<file path="src/rtl/clock_pkg.sv">
// Shared types and constants for the 24 h clock: time-set FSM states, scan digit
// indices, BCD limits and the wrapping BCD increment used by the time editor.
package clock_pkg;

  typedef enum logic [1:0] {
    ST_RUN      = 2'd0,
    ST_SET_HOUR = 2'd1,
    ST_SET_MIN  = 2'd2,
    ST_COMMIT   = 2'd3
  } state_t;

  localparam int DIG_SEC0  = 0;
  localparam int DIG_SEC1  = 1;
  localparam int DIG_MIN0  = 2;
  localparam int DIG_MIN1  = 3;
  localparam int DIG_HOUR0 = 4;
  localparam int DIG_HOUR1 = 5;

  localparam logic [7:0] HOUR_MAX = 8'h23;
  localparam logic [7:0] MIN_MAX  = 8'h59;

  // Packed-BCD +1 that wraps to 00 at max; anything non-BCD or >= max also lands on 00.
  function automatic logic [7:0] bcd_inc(input logic [7:0] v, input logic [7:0] max);
    logic [7:0] r;
    if (v[3:0] > 4'd9 || v >= max) r = 8'h00;
    else if (v[3:0] == 4'd9)       r = {v[7:4] + 4'd1, 4'h0};
    else                           r = v + 8'd1;
    return r;
  endfunction

endpackage

</file>
<file path="src/rtl/btn_debounce.sv">
// Push-button conditioner: 2-flop synchroniser, stability counter, registered press
// pulse. The debounced level is exported only when TIME_SET_AUTOREPEAT_EN is defined.
module btn_debounce #(
  parameter int DEBOUNCE_CYCLES = 16
) (
  input  logic clk_fast_out,
  input  logic rst,
  input  logic btn,
`ifdef TIME_SET_AUTOREPEAT_EN
  output logic level,
`endif
  output logic press
);

  localparam int CW = $clog2(DEBOUNCE_CYCLES + 1);
  localparam logic [CW-1:0] CNT_LAST = CW'(DEBOUNCE_CYCLES - 1);

  logic          sync1, sync2, lvl, lvl_d;
  logic [CW-1:0] cnt;

  // The counter only runs while the synchronised input disagrees with the
  // debounced level, so any bounce back to the old level restarts it.
  always_ff @(posedge clk_fast_out or posedge rst) begin
    if (rst) begin
      sync1 <= 1'b0;
      sync2 <= 1'b0;
      lvl   <= 1'b0;
      lvl_d <= 1'b0;
      cnt   <= '0;
      press <= 1'b0;
    end else begin
      sync1 <= btn;
      sync2 <= sync1;
      lvl_d <= lvl;
      press <= lvl & ~lvl_d;
      if (sync2 == lvl) begin
        cnt <= '0;
      end else if (cnt == CNT_LAST) begin
        cnt <= '0;
        lvl <= sync2;
      end else begin
        cnt <= cnt + 1'b1;
      end
    end
  end

`ifdef TIME_SET_AUTOREPEAT_EN
  assign level = lvl;
`endif

endmodule

</file>
<file path="src/rtl/time_set_ctrl.sv">
// Front-panel time setter: pauses the BCD counters, edits hh:mm, loads it back.
// Define TIME_SET_AUTOREPEAT_EN for hold-to-repeat on the increment button.
module time_set_ctrl
  import clock_pkg::*;
#(
  parameter int DEBOUNCE_CYCLES = 16,
  parameter int BLINK_DIV       = 256
`ifdef TIME_SET_AUTOREPEAT_EN
  ,
  parameter int REPEAT_DELAY    = 128,
  parameter int REPEAT_RATE     = 32
`endif
) (
  input  logic       clk_fast_out,
  input  logic       rst,
  input  logic       btn_mode,
  input  logic       btn_inc,
  input  logic [3:0] cur_h1,
  input  logic [3:0] cur_h0,
  input  logic [3:0] cur_m1,
  input  logic [3:0] cur_m0,
  output logic       run_en,
  output logic       load,
  output logic [3:0] set_h1,
  output logic [3:0] set_h0,
  output logic [3:0] set_m1,
  output logic [3:0] set_m0,
  output logic [5:0] blink_mask
);

  localparam int BW = $clog2(BLINK_DIV);
  localparam logic [BW-1:0] BLINK_LAST = BW'(BLINK_DIV - 1);

  state_t        state, state_n;
  logic [7:0]    hour, hour_n, minute, minute_n;
  logic [BW-1:0] blink_cnt, blink_cnt_n;
  logic          phase, phase_n;
  logic [5:0]    mask_n;
  logic          mode_press, inc_press, inc_ev;

`ifdef TIME_SET_AUTOREPEAT_EN
  logic mode_lvl, inc_lvl;
`endif

  btn_debounce #(.DEBOUNCE_CYCLES(DEBOUNCE_CYCLES)) u_db_mode (
    .clk_fast_out (clk_fast_out),
    .rst          (rst),
    .btn          (btn_mode),
`ifdef TIME_SET_AUTOREPEAT_EN
    .level        (mode_lvl),
`endif
    .press        (mode_press)
  );

  btn_debounce #(.DEBOUNCE_CYCLES(DEBOUNCE_CYCLES)) u_db_inc (
    .clk_fast_out (clk_fast_out),
    .rst          (rst),
    .btn          (btn_inc),
`ifdef TIME_SET_AUTOREPEAT_EN
    .level        (inc_lvl),
`endif
    .press        (inc_press)
  );

`ifdef TIME_SET_AUTOREPEAT_EN
  localparam int RW = $clog2(((REPEAT_DELAY > REPEAT_RATE) ? REPEAT_DELAY : REPEAT_RATE) + 1);
  localparam logic [RW-1:0] DELAY_LAST = RW'(REPEAT_DELAY - 1);
  localparam logic [RW-1:0] RATE_LAST  = RW'(REPEAT_RATE - 1);

  logic [RW-1:0] rpt_cnt;
  logic          rpt_armed, rpt_tick, editing;

  assign editing  = (state == ST_SET_HOUR) || (state == ST_SET_MIN);
  assign rpt_tick = editing && inc_lvl &&
                    (rpt_armed ? (rpt_cnt == RATE_LAST) : (rpt_cnt == DELAY_LAST));
  assign inc_ev   = inc_press | rpt_tick;

  // Holding mode alongside inc also stops the repeat: the user is moving on.
  always_ff @(posedge clk_fast_out or posedge rst) begin
    if (rst) begin
      rpt_cnt   <= '0;
      rpt_armed <= 1'b0;
    end else if (!editing || !inc_lvl || mode_lvl || state_n != state) begin
      rpt_cnt   <= '0;
      rpt_armed <= 1'b0;
    end else if (rpt_tick) begin
      rpt_cnt   <= '0;
      rpt_armed <= 1'b1;
    end else begin
      rpt_cnt   <= rpt_cnt + 1'b1;
    end
  end
`else
  assign inc_ev = inc_press;
`endif

  always_comb begin
    state_n     = state;
    hour_n      = hour;
    minute_n    = minute;
    blink_cnt_n = blink_cnt + 1'b1;
    phase_n     = phase;
    mask_n      = '0;
    // A mode press always takes precedence over a coincident increment.
    unique case (state)
      ST_RUN: if (mode_press) begin
        hour_n   = {cur_h1, cur_h0};
        minute_n = {cur_m1, cur_m0};
        state_n  = ST_SET_HOUR;
      end
      ST_SET_HOUR: begin
        if (mode_press)  state_n = ST_SET_MIN;
        else if (inc_ev) hour_n  = bcd_inc(hour, HOUR_MAX);
      end
      ST_SET_MIN: begin
        if (mode_press)  state_n  = ST_COMMIT;
        else if (inc_ev) minute_n = bcd_inc(minute, MIN_MAX);
      end
      ST_COMMIT: state_n = ST_RUN;
      default:   state_n = ST_RUN;
    endcase

    // Fresh phase on every state entry so edited digits start out visible.
    if (state_n != state) begin
      blink_cnt_n = '0;
      phase_n     = 1'b0;
    end else if (blink_cnt == BLINK_LAST) begin
      blink_cnt_n = '0;
      phase_n     = ~phase;
    end

    if (state_n == ST_SET_HOUR) begin
      mask_n[DIG_HOUR1] = phase_n;
      mask_n[DIG_HOUR0] = phase_n;
    end else if (state_n == ST_SET_MIN) begin
      mask_n[DIG_MIN1] = phase_n;
      mask_n[DIG_MIN0] = phase_n;
    end
  end

  always_ff @(posedge clk_fast_out or posedge rst) begin
    if (rst) begin
      state      <= ST_RUN;
      hour       <= '0;
      minute     <= '0;
      blink_cnt  <= '0;
      phase      <= 1'b0;
      run_en     <= 1'b1;
      load       <= 1'b0;
      blink_mask <= '0;
    end else begin
      state      <= state_n;
      hour       <= hour_n;
      minute     <= minute_n;
      blink_cnt  <= blink_cnt_n;
      phase      <= phase_n;
      run_en     <= (state_n == ST_RUN);
      load       <= (state_n == ST_COMMIT);
      blink_mask <= mask_n;
    end
  end

  assign set_h1 = hour[7:4];
  assign set_h0 = hour[3:0];
  assign set_m1 = minute[7:4];
  assign set_m0 = minute[3:0];

endmodule

</file>
<file path="config.mk">
export PLATFORM = sky130hd
export DESIGN_NAME = time_set_ctrl
export DESIGN_NICKNAME = d
export VERILOG_FILES = /design/src/rtl/clock_pkg.sv /design/src/rtl/btn_debounce.sv /design/src/rtl/time_set_ctrl.sv
export SDC_FILE = /design/constraint.sdc
export NUM_CORES = 1
export LEC_CHECK = 0
export CORE_AREA = 4 4 84 86
export DETAILED_ROUTE_END_ITERATION = 8
export DIE_AREA = 0 0 88 90
export SETUP_SLACK_MARGIN = 0.3
export SYNTH_ARGS = -nofsm -noshare
export SYNTH_HDL_FRONTEND = slang
export SYNTH_HIERARCHICAL = 1
export SYNTH_SLANG_ARGS = --single-unit
</file>
<file path="constraint.sdc">
create_clock -name clk_fast_out -period 5.15 [get_ports clk_fast_out]
set_input_delay 0.7725 -clock clk_fast_out [delete_from_list [all_inputs] [get_ports clk_fast_out]]
set_output_delay 0.7725 -clock clk_fast_out [all_outputs]
set_load 0.05 [all_outputs]
</file>
==> results.sh, run 1 <==
export IMPL_crit_end="set_m0[0]"
export IMPL_combPwrFrac_pct=10.9
export IMPL_grt_pass1_vias=1833
export IMPL_grt_util_all_layers_pct=13.11
export IMPL_worst_slew_pin_slew_ns=0.5914
export IMPL_fillCellCount=601
export IMPL_antenna_found_initial=0
export IMPL_ir_drop_mv=0.1864
export IMPL_cp_arrival_ns=1.69
export IMPL_synth_seq_area_share_pct=51.51
export IMPL_period_minus_slack_ns=2.466
export IMPL_p_int_mw=0.6125
export IMPL_finClkSkew_ns=0.004728
export IMPL_post_drt_wl_per_cell_um=13.51
export IMPL_cts_resized_gates=0
export IMPL_grt_max_degree=31
export IMPL_drive_gt1_share_pct=7.534
export IMPL_ant_nets=0
export IMPL_critPathBufInv=1
export IMPL_cp_slowest_cell="clkdlybuf4s50_1"
export IMPL_viasPerCell=5.141
export IMPL_relSlewSlack_pct=60.57
export IMPL_async_reset_ff_share_pct=100.0
export IMPL_yosysMostFrequentCell="dfrtp_1"
export IMPL_powerDensity_nw_per_um2=267.0
export IMPL_die_area_um2=7920
export IMPL_port_buffers=41
export IMPL_insertion_delay_ns=0.30
export IMPL_cts_tree="yes"
export IMPL_yosysTopAreaCell="dfrtp_1"
export IMPL_min_period_over_period_pct=47.87
export IMPL_max_freq_ghz=0.4056
export IMPL_cts_hold_buffers=0
export IMPL_finalWorstSetupSlack_ns=2.685
export IMPL_grt_overflow_total=0
export IMPL_critPathKind="reg2out"
export IMPL_wirelength_mm=4.984
export IMPL_synth_ff_type="dfrtp_1"
export IMPL_numCtsBuffers=5
export IMPL_path_cells="clkdlybuf4s50_1"
export IMPL_status="finished clean"
export IMPL_endpoint_kind="primary output"
export IMPL_clock_tree_buffer_depth=2
export IMPL_synth_seq_cells=51
export IMPL_synth_cell_type_count=49
export IMPL_dp_hpwl_mm=3.572
export IMPL_syn_area_per_cell_um2=9.763
export IMPL_num_vias=1897
export IMPL_swShare_pct=24.41
export IMPL_num_io_pins=44
export IMPL_syn_to_final_growth_pct=22.35
export IMPL_start_kind="flip-flop"
export IMPL_worst_path_stages=1
export IMPL_reg2regPathDepth=5
export IMPL_synthTopCellsByCount="50 x dfrtp_1, 28 x nand2_1, 25 x nor2_1"
export IMPL_ys_top_cells_by_area="dfrtp_1 50%, nand2_1 4.2%, nand3_1 3.8%, nor2_1 3.8%, ha_1 3.5%"
export IMPL_cp_top_family="buffers and inverters"
export IMPL_fin_nets=318
export IMPL_drcViolationCount=0
export IMPL_p_sw_mw=0.1977
export IMPL_worstReg2RegEnd="hour[4]"
export IMPL_regArea_um2=1277
export IMPL_start_util_pct=39.51
export IMPL_diodes=0
export IMPL_p_leak_nw=1.360
export IMPL_hold_path_class="reg2reg"
export IMPL_synth_edff_count=0
export IMPL_r2r_start="hour[4]"
export IMPL_cts_sinks=51
export IMPL_drtPass1Iterations=4
export IMPL_grt_pass1_wl_mm=8.424
export IMPL_htree_num_levels=2
export IMPL_die_w_um=88
export IMPL_tns_ns=0
export IMPL_ctsRootBufferMaster="clkbuf_8"
export IMPL_total_power_mw=0.8102
export IMPL_post_cts_buffers=0
export IMPL_gp_congestion=0.8287
export IMPL_pwr_share_clk_pct=33.6
export IMPL_rsz0062_at_grt="false"
export IMPL_drv_cap=0
export IMPL_ys_warnings_count=6
export IMPL_clkSlewWorstSetupHoldPaths_ns=0.09
export IMPL_post_place_ws_ns=3.018
export IMPL_drtIter0Drc=100
export IMPL_worstPathRequired_ns=4.38
export IMPL_r2r_slack_ns=3.28
export IMPL_syn_inst=254
export IMPL_die_height_um=90
export IMPL_netlist_area_um2=2480
export IMPL_synth_top_area_share_pct=50.45
export IMPL_setup_viol=0
export IMPL_drv_slew=0
export IMPL_critPathMaxStageDelay_ns=0.87
export IMPL_core_um2=6277
export IMPL_startpoint="minute[0]"
export IMPL_hold_viol=0
export IMPL_rows=29
export IMPL_critPathMaxFanout=11
export IMPL_multiInputGateArea_um2=1089
export IMPL_pwr_share_seq_pct=55.5
==> worst min path at each step <==
stage,from,endpoint,slack [ns],cells after the start
6_report,u_db_mode/sync1,u_db_mode/sync2,0.35,0
3_5_place_dp,u_db_mode/sync1,u_db_mode/sync2,0.34,0
5_1_grt,u_db_mode/sync1,u_db_mode/sync2,0.37,0
4_1_cts,u_db_mode/sync1,u_db_mode/sync2,0.36,0
2_1_floorplan,u_db_inc/sync1,u_db_inc/sync2,0.33,0
3_3_place_gp,u_db_mode/sync1,u_db_mode/sync2,0.33,0
==> logic make-up after synthesis <==
group                    Yosys count  synth area share (%)
AND/OR/NAND/NOR                  105                 21.29
flip-flops                        51                 51.51
AO/OA/AOI/OAI                     49                 12.56
buffers and inverters             24                 4.743
XOR/XNOR                          15                 5.297
adder cells (fa/ha/maj)            7                 3.532
multiplexers                       2                0.9081
other                              1                0.1512
==> registers in the layout, indices dropped and copies added (netlist names), 2 cells and up <==
signal,flops
blink_cnt,8
blink_mask,2
u_db_mode/cnt,5
state,2
minute,8
u_db_inc/cnt,5
hour,8
==> layout by cell type (no fill, tap or decap), types with 2 or more instances in the layout <==
master            n
ha_1              7
dfrtp_1          50
nand4_1           2
nand2_1          28
o21a_1            2
a22oi_1           2
o21ai_2           2
and2_1            3
nor3_1            5
xor2_1           10
nor2_2            3
nand3b_1          2
xnor2_1           5
nand3_2           2
nand3_1          19
nor2b_1           3
nand2b_1          3
clkbuf_8          5
or4_1             2
o21ai_0          10
conb_1            2
clkdlybuf4s50_1  41
a21oi_1          17
inv_1            11
o22ai_1           3
nor2_1           25
mux2_1            2
and3_1            3
==> routing by layer <==
metal | track usage (%) | routed length [um] | vias to the layer above
met4 | 4.348 | 75 | 0
met5 | 0 | 0 | -
met3 | 3.656 | 301 | 7
li1 | - | - | 942
met2 | 20.04 | 2307 | 46
met1 | 17.78 | 2299 | 902
==> final cells by class <==
cell class | count | share of cell area [%]
Clock buffer | 5 | 2.268
Clock inverter | 3 | 1.443
Inverter | 11 | 1.361
Multi-Input combinational cell | 180 | 35.88
Sequential cell | 51 | 42.10
Tap cell | 77 | 3.175
Timing Repair Buffer | 42 | 13.77
==> power by group through the flow <==
stage	combinational [mW]	sequential [mW]	clock (mW)
after CTS	0.0905	0.450	0.284
after detailed placement	0.0895	0.458	0
after floorplan	0.0534	0.461	0
after global placement	0.0894	0.457	0
after global routing	0.0992	0.454	0.302
final	0.0885	0.450	0.272
==> stage by stage <==
| step | std cells | hold slack [ns] | util [%] | instance area (um2) |
|---|---|---|---|---|
| after detailed placement | 361 | 0.3364 | 46.54 | 2922 |
| after global placement | 361 | 0.3328 | 46.54 | 2922 |
| after CTS | 369 | 0.3582 | 48.34 | 3034 |
| final | 369 | 0.3538 | 48.34 | 3034 |
| after global routing | 369 | 0.3676 | 48.34 | 3034 |
| after floorplan | 255 | 0.3312 | - | 2484 |
Note: power is estimated with default switching activity, not from simulation.
==> inputs of run 2 (changes only) <==
clock period = 2.4 ns   (was 5.15 ns; I/O delays follow)
==> run 2 against run 1 <==
Worst setup slack worse by 2.3 ns; largest cell class unchanged; sequential cell count unchanged; critical path depth stayed put; cell count up 0.27%.
==> results.sh, run 2 (synthesis results as in run 1) <==
export IMPL_status="finished clean"
export IMPL_diodes=0
export IMPL_grt_overflow_total=0
export IMPL_drive_gt1_share_pct=7.509
export IMPL_post_place_ws_ns=0.5573
export IMPL_drv_cap=0
export IMPL_critPathMaxStageDelay_ns=0.86
export IMPL_ctsRootBufferMaster="clkbuf_8"
export IMPL_setup_viol=0
export IMPL_drcViolationCount=0
export IMPL_critPathKind="reg2out"
export IMPL_cts_tree="yes"
export IMPL_viasPerCell=5.073
export IMPL_tns_ns=0
export IMPL_min_period_over_period_pct=83.83
export IMPL_grt_pass1_vias=1834
export IMPL_num_vias=1877
export IMPL_ant_nets=0
export IMPL_cp_arrival_ns=1.65
export IMPL_finClkSkew_ns=0.005015
export IMPL_wirelength_mm=4.996
export IMPL_worstPathRequired_ns=2.04
export IMPL_grt_pass1_wl_mm=8.583
export IMPL_clock_tree_buffer_depth=2
export IMPL_hold_path_class="reg2reg"
export IMPL_post_cts_buffers=0
export IMPL_finalWorstSetupSlack_ns=0.3880
export IMPL_drv_slew=0
export IMPL_grt_util_all_layers_pct=13.42
export IMPL_fin_nets=319
export IMPL_antenna_found_initial=0
export IMPL_insertion_delay_ns=0.30
export IMPL_numCtsBuffers=5
export IMPL_post_drt_wl_per_cell_um=13.50
export IMPL_worst_slew_pin_slew_ns=0.5718
export IMPL_drtPass1Iterations=4
export IMPL_cts_sinks=51
export IMPL_ir_drop_mv=0.3195
export IMPL_critPathMaxFanout=10
export IMPL_die_w_um=88
export IMPL_start_util_pct=39.51
export IMPL_core_um2=6277
export IMPL_endpoint_kind="primary output"
export IMPL_final_area_um2=3022
export IMPL_hold_viol=0
export IMPL_port_buffers=41
export IMPL_powerDensity_nw_per_um2=538.2
export IMPL_grt_max_degree=32
export IMPL_clkSlewWorstSetupHoldPaths_ns=0.09
export IMPL_cp_slowest_cell="clkdlybuf4s50_1"
export IMPL_num_io_pins=44
export IMPL_htree_num_levels=2
export IMPL_syn_to_final_growth_pct=21.85
export IMPL_drtIter0Drc=89
export IMPL_fillCellCount=585
export IMPL_rows=29
export IMPL_cp_top_family="buffers and inverters"
export IMPL_total_power_mw=1.626
export IMPL_die_area_um2=7920
export IMPL_path_cells="clkdlybuf4s50_1"
export IMPL_p_leak_nw=1.346
export IMPL_final_cell_mix="50 x dfrtp_1, 38 x clkdlybuf4s50_1, 28 x nand2_1"
export IMPL_critPathBufInv=1
export IMPL_place_area_um2=2929
export IMPL_relSlewSlack_pct=61.88
export IMPL_start_kind="flip-flop"
export IMPL_layout_commonest_cell="dfrtp_1"
export IMPL_max_freq_ghz=0.4970
export IMPL_rsz0062_at_grt="false"
export IMPL_holdWs_ns=0.3563
export IMPL_dp_hpwl_mm=3.622
export IMPL_period_minus_slack_ns=2.012
export IMPL_gp_congestion=0.8139
export IMPL_die_height_um=90
export IMPL_top_regs="blink_cnt: 8 flops, hour: 8 flops, minute: 8 flops"
run 2: worst paths after layout:
kind	start	endpoint	slack, ns	cells past startpoint
setup / recovery	minute[1]	set_m0[1]	0.39	1
hold / removal	u_db_inc/sync1	u_db_inc/sync2	0.36	0
setup reg to reg	hour[5]	hour[3]	0.52	5
hold reg to reg	u_db_inc/sync1	u_db_inc/sync2	0.36	0
max in group asynchronous	rst	run_en	1.58	3
min in group asynchronous	rst	u_db_mode/sync1	0.39	2
run 2: repair_timing:
item,4_1_cts,5_1_grt
hold buffers,0,0
setup endpoints to repair,0,3
resized for setup,0,3
run 2: cell type report:
cell class | instances | area [um2] | share of cell area [%]
Inverter | 11 | 41.29 | 1.366
Clock buffer | 6 | 72.57 | 2.402
Timing Repair Buffer | 43 | 432.9 | 14.33
Multi-Input combinational cell | 180 | 1089 | 36.02
Tap cell | 77 | 96.34 | 3.188
Clock inverter | 2 | 12.51 | 0.4141
Sequential cell | 51 | 1277 | 42.28
run 2: metal layers:
metal / track usage (%) / vias up / share of wire, %
met4: 3.964 / 0 / 1.2
met3: 3.382 / 7 / 6.2
li1: - / 940 / -
met1: 18.49 / 882 / 46
met5: 0 / - / 0
met2: 20.73 / 48 / 46
run 2: where the power goes:
part	total [mW]	switching, mW	internal (mW)	leakage [nW]
Combinational	0.191	0.100	0.0904	0.686
Clock	0.469	0.265	0.204	0.0412
Sequential	0.966	0.0522	0.914	0.619
Total	1.63	0.418	1.21	1.35
run 2: stage by stage:
step                utilization (%)  std cells
floorplan                         -        255
global placement              46.66        362
detailed placement            46.66        362
CTS                           48.02        370
global route                  48.14        370
finish                        48.14        370
==> inputs of run 3 (changes only) <==
clock period = 1.9 ns   (was 2.4 ns; I/O delays follow)
==> run 3 against run 2 <==
Utilization is 1.8 points higher; critical path type is now reg2reg; critical path depth is 4 higher; first-iteration DRC count is 10% lower; largest cell class unchanged; sequential power is 26% higher; highest routed layer unchanged; clock skew is 0.0047 ns higher; cell count is 2.2% higher.
==> results.sh, run 3 (synthesis results as in run 1) <==
export IMPL_cts_tree="yes"
export IMPL_p_sw_mw=0.5280
export IMPL_worstPathRequired_ns=2.10
export IMPL_num_vias=1956
export IMPL_htree_num_levels=2
export IMPL_drv_cap=0
export IMPL_drive_gt1_share_pct=21.93
export IMPL_numCtsBuffers=5
export IMPL_gp_congestion=0.8471
export IMPL_insertion_delay_ns=0.30
export IMPL_pwr_share_clk_pct=30.1
export IMPL_final_cell_mix="37 x dfrtp_1, 28 x nand2_1, 23 x nor2_1"
export IMPL_hold_viol=0
export IMPL_pwr_share_seq_pct=58.1
export IMPL_cp_top_family="simple AND/OR/NAND/NOR gates"
export IMPL_grt_pass1_vias=1959
export IMPL_top_regs="blink_cnt: 8 flops, hour: 8 flops, minute: 8 flops"
export IMPL_reg2regPathDepth=5
export IMPL_dp_hpwl_mm=3.762
export IMPL_post_drt_wl_per_cell_um=13.66
export IMPL_setup_viol=0
export IMPL_ir_drop_mv=0.5108
export IMPL_cp_arrival_ns=1.86
export IMPL_critPathMaxStageDelay_ns=0.52
export IMPL_finClkSkew_ns=0.009683
export IMPL_start_util_pct=39.51
export IMPL_rows=29
export IMPL_tns_ns=0
export IMPL_hold_path_class="in2async"
export IMPL_ant_nets=0
export IMPL_fin_nets=327
export IMPL_min_period_over_period_pct=87.08
export IMPL_max_freq_ghz=0.6044
export IMPL_rsz0062_at_grt="true"
export IMPL_drtPass1Iterations=4
export IMPL_powerDensity_nw_per_um2=669.1
export IMPL_die_w_um=88
export IMPL_status="finished clean"
export IMPL_layout_commonest_cell="dfrtp_1"
export IMPL_cts_hold_buffers=0
export IMPL_port_buffers=41
export IMPL_drtIter0Drc=80
export IMPL_grt_overflow_total=0
export IMPL_diodes=0
export IMPL_die_area_um2=7920
export IMPL_drv_slew=0
export IMPL_wirelength_mm=5.164
export IMPL_combPwrFrac_pct=11.7
export IMPL_swShare_pct=25.19
export IMPL_clkSlewWorstSetupHoldPaths_ns=0.09
export IMPL_antenna_found_initial=0
export IMPL_cp_slowest_cell="or4_4"
export IMPL_start_kind="flip-flop"
export IMPL_holdWs_ns=0.3201
export IMPL_drcViolationCount=0
export IMPL_clock_tree_buffer_depth=2
export IMPL_cts_sinks=51
export IMPL_critPathKind="reg2reg"
export IMPL_p_leak_nw=1.411
export IMPL_ctsRootBufferMaster="clkbuf_8"
export IMPL_r2r_slack_ns=0.25
export IMPL_worst_path_stages=5
export IMPL_grt_max_degree=32
export IMPL_syn_to_final_growth_pct=26.34
export IMPL_period_minus_slack_ns=1.655
export IMPL_critPathBufInv=0
export IMPL_die_height_um=90
export IMPL_viasPerCell=5.175
export IMPL_num_io_pins=44
export IMPL_critPathMaxFanout=8
export IMPL_path_cells="nand2b_4 -> or4_4 -> nor2_4 -> a22oi_2 -> o22ai_1"
export IMPL_grt_util_all_layers_pct=13.63
export IMPL_grt_pass1_wl_mm=8.783
export IMPL_p_int_mw=1.568
export IMPL_core_um2=6277
export IMPL_endpoint_kind="flip-flop"
-- run 3: cell count changes in the layout (fill, tap and decap cells not counted), moves of 2 or more --
cell,change
buf_4,+14
dfrtp_2,+13
nor2_1,-2
dlygate4sd2_1,+13
a21oi_1,-2
dfrtp_1,-13
a21oi_2,+2
clkdlybuf4s50_1,-19
clkbuf_2,+2
dlymetal6s2s_1,-3
-- run 3: worst register-to-register path, cell delays in order, from the launching register on --
cell	delay (ns)
dfrtp_1	0.39
nand2b_4	0.14
or4_4	0.52
nor2_4	0.25
a22oi_2	0.08
o22ai_1	0.19
-- run 3: final timing paths --
kind	startpoint	to
max in group asynchronous	rst	run_en
worst max-delay path	state[1]	hour[4]
worst min register to register	u_db_mode/sync1	u_db_mode/sync2
worst max register to register	state[1]	hour[4]
min in group clk_fast_out	u_db_mode/sync1	u_db_mode/sync2
worst min-delay path	rst	u_db_inc/cnt[0]
-- run 3: metrics by stage --
stage	std cells	cell area, um2	power [mW]	util (%)	worst slack, ns
finish	378	3133	2.096	49.91	0.2454
floorplan	255	2541	1.400	-	0.2560
global route	378	3133	2.218	49.91	0.1753
global placement	366	2975	1.484	47.40	0.2774
CTS	376	3079	2.135	49.05	0.2598
detailed placement	366	2975	1.487	47.40	0.2195
-- run 3: power by group through the flow --
stage | clock, mW | combinational (mW) | sequential (mW)
after floorplan | 0 | 0.148 | 1.25
after global placement | 0 | 0.244 | 1.24
after detailed placement | 0 | 0.247 | 1.24
after CTS | 0.669 | 0.246 | 1.22
after global routing | 0.711 | 0.275 | 1.23
final | 0.632 | 0.246 | 1.22
-- run 3: final cells by class --
class                      instances  area, um2
clock buffer                       7      86.33
clock inverter                     1      8.758
multi-input combinational        180       1162
fill                             585       3144
sequential                        51       1294
tap                               77      96.34
inverter                          11      41.29
timing repair buffer              51      444.2
-- run 3: repair_timing --
action	in CTS	in global routing
setup buffers	2	2
gates resized for setup	21	16
pin swaps	2	4
setup endpoints to repair	25	15
-- run 3: metal layers --
layer | wire (um) | vias to the layer above | share of wire [%] | track usage [%]
met5 | 0 | - | 0 | 0
met4 | 83 | 0 | 1.6 | 4.731
met3 | 258 | 8 | 5.0 | 2.559
met2 | 2470 | 47 | 48 | 22.80
met1 | 2352 | 939 | 46 | 17.38
li1 | - | 962 | - | -
